[src/rtl/fetch_unit_pkg.sv]
// Shared types and constants for the instruction fetch stage.
package fetch_unit_pkg;

    localparam int unsigned XLEN        = 32;
    localparam int unsigned INSTR_BYTES = 4;

    // One buffered fetch result: the word and the address it came from.
    typedef struct packed {
        logic [XLEN-1:0] pc;
        logic [XLEN-1:0] instr;
    } fetch_pkt_t;

    // Force an address onto an instruction-word boundary.
    function automatic logic [XLEN-1:0] align_pc(input logic [XLEN-1:0] pc);
        return pc & ~(XLEN'(INSTR_BYTES) - XLEN'(1));
    endfunction

endpackage

[src/rtl/fetch_fifo.sv]
// Synchronous FIFO of fetch packets. The head entry is read straight out of
// the storage array, so decode sees data the cycle after it is written.
module fetch_fifo
    import fetch_unit_pkg::*;
#(
    parameter  int unsigned DEPTH = 2,
    localparam int unsigned PTR_W = $clog2(DEPTH),
    localparam int unsigned CNT_W = PTR_W + 1
) (
    input  logic             clk,
    input  logic             rst_n,
    input  logic             flush_i,
    input  logic             push_i,
    input  fetch_pkt_t       push_data_i,
    input  logic             pop_i,
    output fetch_pkt_t       head_o,
    output logic             full_o,
    output logic             empty_o,
    output logic [CNT_W-1:0] count_o
);

    fetch_pkt_t       mem_q [DEPTH];
    logic [PTR_W-1:0] wr_ptr_q, wr_ptr_d;
    logic [PTR_W-1:0] rd_ptr_q, rd_ptr_d;
    logic [CNT_W-1:0] count_q, count_d;
    logic             do_push;
    logic             do_pop;

    assign full_o  = (count_q == CNT_W'(DEPTH));
    assign empty_o = (count_q == '0);
    assign count_o = count_q;
    assign head_o  = mem_q[rd_ptr_q];

    // A push into a full FIFO is allowed when the head leaves in the same cycle.
    assign do_pop  = pop_i & ~empty_o & ~flush_i;
    assign do_push = push_i & (~full_o | do_pop) & ~flush_i;

    // Next-state for pointers and occupancy; flush discards everything.
    always_comb begin
        // NOTE: every output of a combinational block gets a default first, so no path leaves it unassigned and no latch is inferred.
        wr_ptr_d = wr_ptr_q;
        rd_ptr_d = rd_ptr_q;
        count_d  = count_q;
        if (flush_i) begin
            wr_ptr_d = '0;
            rd_ptr_d = '0;
            count_d  = '0;
        end else begin
            if (do_push) wr_ptr_d = wr_ptr_q + PTR_W'(1);
            if (do_pop)  rd_ptr_d = rd_ptr_q + PTR_W'(1);
            count_d = count_q + CNT_W'(do_push) - CNT_W'(do_pop);
        end
    end

    // Pointer and occupancy registers.
    always_ff @(posedge clk or negedge rst_n) begin
        if (!rst_n) begin
            wr_ptr_q <= '0;
            rd_ptr_q <= '0;
            count_q  <= '0;
        end else begin
            // NOTE: sequential state uses non-blocking assignment so every register samples pre-edge values regardless of statement order.
            wr_ptr_q <= wr_ptr_d;
            rd_ptr_q <= rd_ptr_d;
            count_q  <= count_d;
        end
    end

    // Packet storage, written at the tail pointer.
    always_ff @(posedge clk or negedge rst_n) begin
        if (!rst_n) begin
            // NOTE: storage is reset only because the head drives dec_pc/dec_instr, which must read zero in reset; deeper buffers would leave it unreset.
            for (int unsigned i = 0; i < DEPTH; i++) mem_q[i] <= '0;
        end else if (do_push) begin
            mem_q[wr_ptr_q] <= push_data_i;
        end
    end

endmodule

[src/rtl/fetch_unit.sv]
// Instruction fetch stage: owns the fetch PC, issues credit-limited requests to
// instruction memory, buffers {pc, instr} pairs for decode and discards stale
// words after a redirect.
module fetch_unit
    import fetch_unit_pkg::*;
#(
    parameter logic [31:0] RESET_PC   = 32'h0000_0000,
    parameter int unsigned FIFO_DEPTH = 2
) (
    input  logic        clk,
    input  logic        rst_n,
    output logic        imem_req_valid,
    input  logic        imem_req_ready,
    output logic [31:0] imem_req_addr,
    input  logic        imem_rsp_valid,
    input  logic [31:0] imem_rsp_data,
    input  logic        redirect_valid,
    input  logic [31:0] redirect_pc,
    output logic        dec_valid,
    input  logic        dec_ready,
    output logic [31:0] dec_instr,
    output logic [31:0] dec_pc
);

    localparam int unsigned     CNT_W   = $clog2(FIFO_DEPTH) + 1;
    localparam int unsigned     SUM_W   = CNT_W + 1;
    localparam logic [XLEN-1:0] PC_STEP = XLEN'(INSTR_BYTES);

    logic [XLEN-1:0]  fetch_pc_q, fetch_pc_d;
    logic [XLEN-1:0]  rsp_pc_q, rsp_pc_d;
    logic [CNT_W-1:0] outstanding_q, outstanding_d;
    logic [CNT_W-1:0] drop_cnt_q, drop_cnt_d;
    logic             run_q;

    logic [CNT_W-1:0] fifo_count;
    logic             fifo_full;
    logic             fifo_empty;
    fetch_pkt_t       fifo_head;
    fetch_pkt_t       push_pkt;

    logic [SUM_W-1:0] in_use;
    logic             credit_ok;
    logic             req_fire;
    logic             rsp_keep;
    logic             pop;
    logic [XLEN-1:0]  redirect_target;

    assign redirect_target = align_pc(redirect_pc);

    // Buffered words plus in-flight requests; each request holds a slot until its
    // word lands or is dropped, so a kept response always finds space.
    assign in_use    = {1'b0, fifo_count} + {1'b0, outstanding_q};
    assign credit_ok = (in_use < SUM_W'(FIFO_DEPTH));

    // run_q keeps the request channel quiet until the first edge after reset release.
    assign imem_req_valid = run_q & ~redirect_valid & credit_ok;
    assign imem_req_addr  = fetch_pc_q;
    assign req_fire       = imem_req_valid & imem_req_ready;

    // Stale words are discarded while drop_cnt counts down; a redirect cycle drops too.
    assign rsp_keep = imem_rsp_valid & ~redirect_valid & (drop_cnt_q == '0);
    assign push_pkt = '{pc: rsp_pc_q, instr: imem_rsp_data};

    assign dec_valid = ~fifo_empty & ~redirect_valid;
    assign dec_pc    = fifo_head.pc;
    assign dec_instr = fifo_head.instr;
    assign pop       = dec_valid & dec_ready;

    fetch_fifo #(
        .DEPTH (FIFO_DEPTH)
    ) u_fifo (
        .clk         (clk),
        .rst_n       (rst_n),
        .flush_i     (redirect_valid),
        .push_i      (rsp_keep),
        .push_data_i (push_pkt),
        .pop_i       (pop),
        .head_o      (fifo_head),
        .full_o      (fifo_full),
        .empty_o     (fifo_empty),
        .count_o     (fifo_count)
    );

    // Next-state for PCs and request accounting; a redirect overrides everything.
    always_comb begin
        fetch_pc_d    = fetch_pc_q;
        rsp_pc_d      = rsp_pc_q;
        outstanding_d = outstanding_q + CNT_W'(req_fire) - CNT_W'(imem_rsp_valid);
        drop_cnt_d    = drop_cnt_q;
        if (redirect_valid) begin
            fetch_pc_d = redirect_target;
            rsp_pc_d   = redirect_target;
            // Everything still in flight after this cycle belongs to the old stream.
            // outstanding already covers words an earlier redirect marked stale,
            // so back-to-back redirects accumulate without double counting.
            drop_cnt_d = outstanding_q - CNT_W'(imem_rsp_valid);
        end else begin
            if (req_fire) fetch_pc_d = fetch_pc_q + PC_STEP;
            if (rsp_keep) begin
                rsp_pc_d = rsp_pc_q + PC_STEP;
            end else if (imem_rsp_valid) begin
                drop_cnt_d = drop_cnt_q - CNT_W'(1);
            end
        end
    end

    // Fetch state registers.
    always_ff @(posedge clk or negedge rst_n) begin
        if (!rst_n) begin
            fetch_pc_q    <= RESET_PC;
            rsp_pc_q      <= RESET_PC;
            outstanding_q <= '0;
            drop_cnt_q    <= '0;
            run_q         <= 1'b0;
        end else begin
            fetch_pc_q    <= fetch_pc_d;
            rsp_pc_q      <= rsp_pc_d;
            outstanding_q <= outstanding_d;
            drop_cnt_q    <= drop_cnt_d;
            run_q         <= 1'b1;
        end
    end

    // Credit accounting must never over-commit the buffer; memory only answers requests.
    a_credit : assert property (@(posedge clk) disable iff (!rst_n)
        in_use <= SUM_W'(FIFO_DEPTH));
    a_no_orphan_rsp : assert property (@(posedge clk) disable iff (!rst_n)
        imem_rsp_valid |-> (outstanding_q != '0));
    a_push_space : assert property (@(posedge clk) disable iff (!rst_n)
        rsp_keep |-> (!fifo_full || pop));

endmodule

[config.mk]
export PLATFORM = sky130hd
export DESIGN_NAME = fetch_unit
export DESIGN_NICKNAME = d
export VERILOG_FILES = /design/src/rtl/fetch_unit_pkg.sv /design/src/rtl/fetch_fifo.sv /design/src/rtl/fetch_unit.sv
export SDC_FILE = /design/constraint.sdc
export NUM_CORES = 1
export LEC_CHECK = 0
export CELL_PAD_IN_SITES_DETAIL_PLACEMENT = 1
export CELL_PAD_IN_SITES_GLOBAL_PLACEMENT = 1
export CORE_MARGIN = 3
export CORE_UTILIZATION = 38
export DETAILED_ROUTE_END_ITERATION = 7
export PLACE_DENSITY_LB_ADDON = 0.1
export SYNTH_ARGS = -nofsm -noshare
export SYNTH_HDL_FRONTEND = slang
export SYNTH_SLANG_ARGS = --single-unit
[constraint.sdc]
create_clock -name clk -period 2.65 [get_ports clk]
set_input_delay 0.3975 -clock clk [delete_from_list [all_inputs] [get_ports clk]]
set_output_delay 0.3975 -clock clk [all_outputs]
set_load 0.1 [all_outputs]
# Yosys cells after proc, flatten, opt, wreduce, memory -nomap -nowiden
# Index checks and enable logic that the tools add are counted.
dict set report classes {
  addsub 11
  multipliers 0
  div 0
  magnitude_cmp 4
  n_eq_ne 2
  shifts 0
  muxes 18
  n_bitwise 17
  n_reduce_logical 9
}
# cell count
set op_table {}
lappend op_table {{$mux W64} 4}
lappend op_table {{$bwmux W128} 1}
lappend op_table {{$mux W32} 4}
lappend op_table {{$add A32 B3 Y32 const B} 2}
lappend op_table {{$demux W64 S1} 1}
lappend op_table {{$and A1 B1 Y1} 11}
lappend op_table {{$reduce_bool A2 Y1} 5}
lappend op_table {{$mux W2} 4}
lappend op_table {{$sub A2 B1 Y2} 3}
lappend op_table {{$add A2 B1 Y2} 2}
lappend op_table {{$ge A2 B2 Y1 const B} 2}
lappend op_table {{$logic_not A2 Y1} 2}
lappend op_table {{$mux W1} 4}
lappend op_table {{$not A1 Y2} 2}
lappend op_table {{$add A2 B2 Y3} 1}
lappend op_table {{$lt A3 B2 Y1 const B} 1}
lappend op_table {{$not A1 Y1} 3}
lappend op_table {{$add A1 B1 Y1 const B} 2}
lappend op_table {{$eq A2 B2 Y1 const B} 1}
lappend op_table {{$lt A2 B1 Y1 const B} 1}
lappend op_table {{$ne A2 B2 Y1 const B} 1}
lappend op_table {{$reduce_and A2 Y1} 1}
lappend op_table {{$sub A2 B1 Y2 const B} 1}
lappend op_table {{$logic_and A1 B1 Y1} 1}
lappend op_table {{$or A1 B1 Y1} 1}
dict set report word_totals {
  regBits 201
  latch_bits 0
  mem_bits_rw 0
  mem_bits_ro 0
  out_inout_bits 98
  elab_cells 73
  memories 0
}

# Longest topological paths before layout
# Gate-level depths: netlist (run 1).
dict set report depth {
  ltp_word 12
  depth_mapped 12
}

# Hierarchy
# Synthesis (run 1) repeated with hierarchy kept, for this count alone.
dict set report hier_totals {
  hier_cells 772
  area_unflattened_um2 9721.8
}
# mod n_inst cells_per_inst area_per_inst_um2 seq_area_each_um2
set modules_own_cells {}
lappend modules_own_cells {fetch_fifo 1 367 5987.0 3303.2}
lappend modules_own_cells {fetch_unit 1 405 3734.8 1626.6}

# Worst setup path before layout (run 1)
# Ideal clock, no wire load.
dict set report synth_path {
  path_kind {register -> register}
  startpoint {register u_fifo.count_q[0], in the netlist u_fifo.count_o[0]}
  endpoint {register outstanding_q[1]}
  setup_ns 0.123
  arrival_ns 3.456
  required_time_ns 2.527
  path_slack_ns -0.928
  stages_incl_launch_ff 13
  path_cell_list {dfrtp_1 inv_1 nor2_1 fa_1 nor4b_4 and2_1 inv_1 clkbuf_1 ha_1 inv_1 ha_1 xnor2_1 xnor2_1}
}
dict set report synth_via {
  elab_chain_cells 6
}
# element line_no
set synth_lines {}
lappend synth_lines {{from (decl)} fetch_fifo.sv:25} ;# logic [CNT_W-1:0] count_q, count_d;
lappend synth_lines {{from (signal assigned)} fetch_fifo.sv:65} ;# count_q <= count_d;
lappend synth_lines {{$add A2 B2 Y3} fetch_unit.sv:52} ;# assign in_use = {1'b0, fifo_count} + {1'b0, outstanding_q};
lappend synth_lines {{$lt A3 B2 Y1} fetch_unit.sv:53} ;# assign credit_ok = (in_use < SUM_W'(FIFO_DEPTH));
lappend synth_lines {{$and A1 B1 Y1} fetch_unit.sv:56} ;# assign imem_req_valid = run_q & ~redirect_valid & credit_ok;
lappend synth_lines {{net imem_req_valid} fetch_unit.sv:12} ;# output logic imem_req_valid,
lappend synth_lines {{$and A1 B1 Y1} fetch_unit.sv:58} ;# assign req_fire = imem_req_valid & imem_req_ready;
lappend synth_lines {{$add A2 B1 Y2} fetch_unit.sv:88} ;# outstanding_d = outstanding_q + CNT_W'(req_fire) - CNT_W'(imem_rsp_valid);
lappend synth_lines {{$sub A2 B1 Y2} fetch_unit.sv:88}
lappend synth_lines {{net outstanding_d[1]} fetch_unit.sv:31} ;# logic [CNT_W-1:0] outstanding_q, outstanding_d;
lappend synth_lines {{to (signal assigned)} fetch_unit.sv:118} ;# outstanding_q <= outstanding_d;
lappend synth_lines {{to (decl)} fetch_unit.sv:31}
# The timed path passes the listed nets, and every way through them passes these cells.
# A chain may end at the register's enable or synchronous reset.

# Final worst setup path (run 1)
dict set report layout_path {
  startpoint {register u_fifo.count_q[0], in the netlist u_fifo.count_o[0]}
  endpoint {output imem_req_valid}
}
dict set report layout_via {
  elab_chain_cells 3
}
# element line_no
set layout_lines {}
lappend layout_lines {{$add A2 B2 Y3} fetch_unit.sv:52}
lappend layout_lines {{$lt A3 B2 Y1} fetch_unit.sv:53}
lappend layout_lines {{$and A1 B1 Y1} fetch_unit.sv:56}
lappend layout_lines {{to (decl)} fetch_unit.sv:12}
# No other way between the ends.

==> results.py, run 1 <==
metrics = {
    "cells_and_area": {
        "drive_gt1_frac": 0.401,
        "layout.nets": 994,
        "syn2layout_area_growth_pct": 28.8,
        "diodes": 0,
        "final_cell_mix": "dfrtp_1, mux2_2, buf_4",
        "final_common_cell": "dfrtp_1",
    },
    "synth": {
        "synth_warnings": 0,
        "avgSynthCellArea_sq_um": 12.3,
        "synth_flop_cell": "dfrtp_1",
        "synth_seq_cells": 193,
        "async_flop_share": 1.00,
        "syn_area_sq_um": 9200,
        "synth_edf_count": 0,
        "ys_seq_area_frac": 0.525,
        "netlist_instances": 747,
        "synth.distinct_cells": 52,
    },
    "detailed_routing": {
        "drt_iter0_drc": 230,
        "vias": 6556,
        "viasPerCell": 5.26,
        "wire_per_inst_um": 19.1,
        "wirelength_um": 23800,
        "firstDrtPassIters": 4,
        "antenna_left": 0,
        "drc": 0,
    },
    "setup_path": {
        "crit_path_end_kind": "primary output",
        "worstSetupPathType": "register to primary output",
        "start_kind": "register",
        "cp_max_fo": 3,
        "crit_arrival_ns": 2.13,
        "worstPathRequired_ns": 2.25,
    },
    "run_status": {
        "status": "complete, no violations",
    },
    "clock_network": {
        "htree_levels": 4,
        "clk_pin_slew_ns": 0.08,
        "cts_buffer_depth": 2,
        "postCtsSetupRepairBufs": 0,
        "cts_buffers": 17,
        "clockRootBuffer": "clkbuf_16",
        "cts_tree": "built",
        "cts.sinks": 193,
        "clk_latency_ns": 0.43,
    },
    "die": {
        "die-area_sq_um": 26100,
        "io_pins": 168,
        "die_width_um": 162,
        "rows": 56,
        "die_y_um": 162,
        "initial_core_util": 0.390,
        "core_area_sq_um": 23600,
    },
    "global_routing": {
        "grt-ovfl-total": 0,
        "grt_usage": 0.186,
        "grt_pass1_vias": 7314,
        "grt_pass1_wl_um": 38800,
        "antenna_found_initial": 0,
        "grt_max_degree": 80,
    },
    "timing": {
        "min_period_over_period": 0.953,
        "worstMarginPinSlew_ns": 0.676,
        "setup_viol": 0,
        "timing.hold.ws_ns": 0.291,
        "finClkSkew_ns": 0.0120,
        "period_needed_ns": 2.53,
        "max_freq_mhz": 396,
        "slew-limit-headroom": 0.549,
        "hold_viol": 0,
        "grt_setup_unrepaired": "no",
        "slew_viol_final": 0,
    },
    "power": {
        "swShare": 0.497,
        "p_per_area_nw_per_um2": 1280,
        "finalPower_mw": 15.2,
        "p_comb_frac": 0.536,
        "intPower_mw": 7.65,
        "clockPowerShare": 0.169,
        "leakage_nw": 5.17,
        "power_frac_seq": 0.295,
        "vdd_drop_max_mv": 0.640,
        "netSwitchingPower_mw": 7.55,
    },
    "min_path": {
        "hp-class": "input port to register",
    },
    "place": {
        "io_buffers": 161,
        "hpwl_um": 17000,
        "place_congestion": 0.816,
    },
    "run": {
        "cap_violations": 0,
    },
}
## worst max-delay path, stage by stage, from the launching register on
cell	delay, ns
dfrtp_1	0.39
inv_2	0.06
nor2_2	0.11
fa_1	0.47
nor4b_4	0.32
buf_4	0.19
buf_12	0.16
## per-stage QoR
step	instance area (sq um)	setup TNS (ns)	util	instances	setup slack, ns
3_5_place_dp	11200	0	0.476	1214	0.0562
4_1_cts	11800	0	0.502	1247	0.0689
6_report	11900	0	0.502	1247	0.124
2_1_floorplan	9270	-15.67	-	750	-0.809
5_1_grt	11900	0	0.502	1247	0.00716
3_3_place_gp	11200	0	0.476	1214	0.0821
## metal layers
layer | share of wire | global-route usage | up-vias
li1 | - | - | 3020
met1 | 0.46 | 0.249 | 3367
met2 | 0.48 | 0.308 | 158
met3 | 0.054 | 0.0405 | 11
met4 | 0.0082 | 0.0450 | 0
met5 | 0 | 0 | -
## sequential cells by signal (all words and copies together), names as in the netlist
| name | count |
|---|---|
| imem_req_addr | 30 |
| rsp_pc_q | 30 |
| u_fifo.count_o | 2 |
| u_fifo.wr_ptr_q | 1 |
| drop_cnt_q | 2 |
| outstanding_q | 2 |
| u_fifo.mem_q | 124 |
| run_q | 1 |
| u_fifo.rd_ptr_q | 1 |
## cells in the mapped netlist (all sizes together) (2+ instances only)
master | instances | area share
a211oi | 2 | 0.0016
a21boi | 2 | 0.0016
a21oi | 5 | 0.0027
a31o | 4 | 0.0038
a31oi | 2 | 0.0014
and2 | 7 | 0.0048
and3 | 5 | 0.0034
and4 | 6 | 0.0057
buf | 22 | 0.013
clkbuf | 19 | 0.0078
conb | 2 | 0.00082
dfrtp | 193 | 0.53
ha | 8 | 0.011
inv | 15 | 0.0061
mux2 | 191 | 0.23
mux2i | 4 | 0.0044
nand2 | 56 | 0.023
nand2b | 3 | 0.0020
nand3 | 19 | 0.010
nand4 | 25 | 0.018
nor2 | 17 | 0.0069
nor2b | 4 | 0.0027
nor3 | 6 | 0.0033
nor4 | 4 | 0.0034
o211ai | 10 | 0.0082
o21ai | 38 | 0.021
o311ai | 10 | 0.0095
or2 | 3 | 0.0020
or3 | 4 | 0.0033
or4 | 8 | 0.0069
xnor2 | 17 | 0.016
xor2 | 23 | 0.022
## worst paths after layout
check / from / end / slack [ns] / cells after the start
max in group asynchronous: rst_n / u_fifo.mem_q[122] / 1.26 / 3
hold / removal: redirect_valid / u_fifo.count_o[1] / 0.29 / 2
hold reg to reg: u_fifo.mem_q[48] / u_fifo.mem_q[48] / 0.50 / 1
min in group asynchronous: rst_n / u_fifo.mem_q[28] / 0.54 / 2
setup reg to reg: u_fifo.count_o[0] / imem_req_addr[16] / 0.13 / 8
setup / recovery: u_fifo.count_o[0] / imem_req_valid / 0.12 / 6
## cell families (layout without fill, tap and decap cells)
kind of cell             after synthesis  in the layout  share of synthesized area
adder cells (fa/ha/maj)                9              9                     0.0131
multiplexers                         195            195                      0.238
flip-flops                           193            193                      0.525
buffers and inverters                 57            235                     0.0271
AO/OA/AOI/OAI                         80             80                     0.0564
other                                  2              5                   0.000816
XOR/XNOR                              40             40                     0.0381
AND/OR/NAND/NOR                      171            171                      0.101
## layout make-up
cell class	count	area (sq um)
clock inverters	15	168
repair buffers	187	1790
flip-flops and latches	193	4830
well taps	319	399
inverters	16	62.6
fillers	2473	11800
multi-input cells	500	4180
clock buffers	17	425
## power groups by stage
stage | Sequential [mW] | Combinational, mW | Clock (mW)
detailed placement | 4.55 | 8.20 | 0
global placement | 4.45 | 8.09 | 0
global route | 4.62 | 8.48 | 2.78
floorplan | 4.75 | 6.02 | 0
CTS | 4.49 | 8.23 | 2.65
finish | 4.49 | 8.14 | 2.57
## timing repair
action,in CTS,in global routing
hold endpoints to repair,1,0
hold buffers,1,0
cloned,0,0
setup endpoints to repair,1,1
gates resized for setup,1,1
Note: power is estimated with default switching activity, not from simulation.
==> inputs of run 2 (changes only) <==
Clock period 2.65 ns to 2.3 ns, I/O delays scaled along.
==> run 2 against run 1 <==
Compared with the run above: the flow now finishes with violations (setup timing); core utilization up 5.1 points; global-route usage rose by 1.2 points; largest cell class unchanged; critical path type is now register to register; first-iteration DRC count down 9.6%; via count increased by 2.8%; power up 28%; sequential cell count stayed put; sequential share of layout area down 3.8 points.
==> results.py, run 2 (synthesis gave the netlist of run 1 again) <==
metrics = {
    "timing": {
        "grt_setup_unrepaired": "yes",
        "worstMarginPinSlew_ns": 0.743,
        "setup_viol": 22,
        "period_needed_ns": 2.49,
        "timing.hold.ws_ns": 0.464,
        "slew-limit-headroom": 0.504,
        "layout_setup_ws_ns": -0.192,
        "fin_setup_tns_ns": -1.62,
        "hold_viol": 0,
        "finClkSkew_ns": 0.0150,
        "slew_viol_final": 0,
        "max_freq_mhz": 401,
        "min_period_over_period": 1.08,
    },
    "detailed_routing": {
        "wire_per_inst_um": 19.8,
        "antenna_left": 0,
        "drt_iter0_drc": 208,
        "drc": 0,
        "viasPerCell": 5.25,
        "vias": 6742,
        "wirelength_um": 25400,
        "firstDrtPassIters": 4,
    },
    "clock_network": {
        "cts_buffer_depth": 2,
        "cts_tree": "built",
        "clk_latency_ns": 0.43,
        "htree_levels": 4,
        "cts_buffers": 17,
        "cts.sinks": 193,
        "clockRootBuffer": "clkbuf_16",
        "clk_pin_slew_ns": 0.08,
    },
    "min_path": {
        "min_delay_path_depth": 4,
        "hp-class": "input port to register",
    },
    "cells_and_area": {
        "drive_gt1_frac": 0.454,
        "final_common_cell": "dfrtp_1",
        "layout.nets": 1029,
        "final_cells": 1283,
        "fillers": 2392,
        "top_register": "u_fifo.mem_q",
        "final_cell_mix": "dfrtp_1, mux2_2, buf_4",
        "largest_reg_flops": 124,
        "syn2layout_area_growth_pct": 42.0,
    },
    "place": {
        "hpwl_um": 18400,
        "dp_slack_ns": -0.368,
        "place_congestion": 0.800,
        "dp.cells": 1239,
        "io_buffers": 161,
    },
    "run": {
        "cap_violations": 0,
    },
    "run_status": {
        "status": "finished with violations",
        "violations": "setup timing",
    },
    "global_routing": {
        "grt_max_degree": 72,
        "antenna_found_initial": 1,
        "grt_pass1_wl_um": 41300,
        "grt_pass1_vias": 7645,
        "grt_usage": 0.198,
        "grt-ovfl-total": 0,
    },
    "setup_path": {
        "r2r_cells": 11,
        "path_cells": "inv_2 > nor2_4 > fa_1 > nor4b_4 > and2_4 > inv_4 > ha_4 > inv_2 > ha_4 > xnor2_2 > xnor2_1",
        "crit_path_end_kind": "register",
        "slowest_delay_ns": 0.49,
        "worstPathRequired_ns": 2.64,
        "cp_slowest_cell": "fa_1",
        "cp_max_fo": 3,
        "worstSetupPathType": "register to register",
        "crit_arrival_ns": 2.83,
        "start_kind": "register",
    },
    "die": {
        "rows": 56,
        "die_y_um": 162,
        "core_area_sq_um": 23600,
        "die_width_um": 162,
        "initial_core_util": 0.390,
        "die-area_sq_um": 26100,
        "io_pins": 168,
    },
    "power": {
        "leakage_nw": 5.70,
        "vdd_drop_max_mv": 0.919,
        "finalPower_mw": 19.4,
        "p_per_area_nw_per_um2": 1490,
    },
}
[run 2: metal layers]
layer	part of all wire	vias to the layer above	global-route usage
met4	0.012	0	0.0442
met3	0.039	20	0.0405
met5	0	-	0
li1	-	3095	-
met1	0.45	3468	0.263
met2	0.50	159	0.336
[run 2: area by class of cell]
type	count	area [sq um]	area share
Tap cell	319	399	0.0306
Multi-Input combinational cell	500	4420	0.339
Timing Repair Buffer	222	2770	0.212
Sequential cell	193	4830	0.370
Antenna cell	1	2.50	0.000192
Inverter	16	62.6	0.00479
Clock buffer	18	439	0.0336
Clock inverter	14	133	0.0102
[run 2: critical path: cells and delay by family, from the launching register on]
kind                       cells  cell delay (ns)
and+or+nand+nor                3             0.62
adders and majority gates      3             0.89
xor gates and xnor gates       2             0.32
DFF                            1             0.40
buffers and inverters          3             0.18
[run 2: path summary, 6_finish.rpt]
check                      slack (ns)               end             start
hold reg to reg                  0.50  u_fifo.mem_q[53]  u_fifo.mem_q[53]
setup reg to reg                -0.19  outstanding_q[1]  outstanding_q[0]
hold / removal                   0.46  imem_req_addr[5]    redirect_valid
min in group asynchronous        0.53  u_fifo.mem_q[27]             rst_n
max in group asynchronous        1.02  u_fifo.mem_q[98]             rst_n
setup / recovery                -0.19  outstanding_q[1]  outstanding_q[0]
[run 2: where the power goes]
part	leakage, nW	internal, mW	switching [mW]
logic	2.99	4.33	7.05
clock network	0.272	1.54	1.34
registers	2.43	4.48	0.696
[run 2: through the flow]
stage | utilization | instance area, sq um
4_1_cts | 0.544 | 12800
2_1_floorplan | - | 9280
6_report | 0.553 | 13100
5_1_grt | 0.553 | 13100
3_3_place_gp | 0.513 | 12100
3_5_place_dp | 0.513 | 12100
[run 2: timing repair]
item	in CTS	in global routing
hold buffers	1	0
setup endpoints to repair	29	93
pin swaps	17	17
setup buffers	6	5
gates resized for setup	37	39
endpoints found under the hold margin	65	0
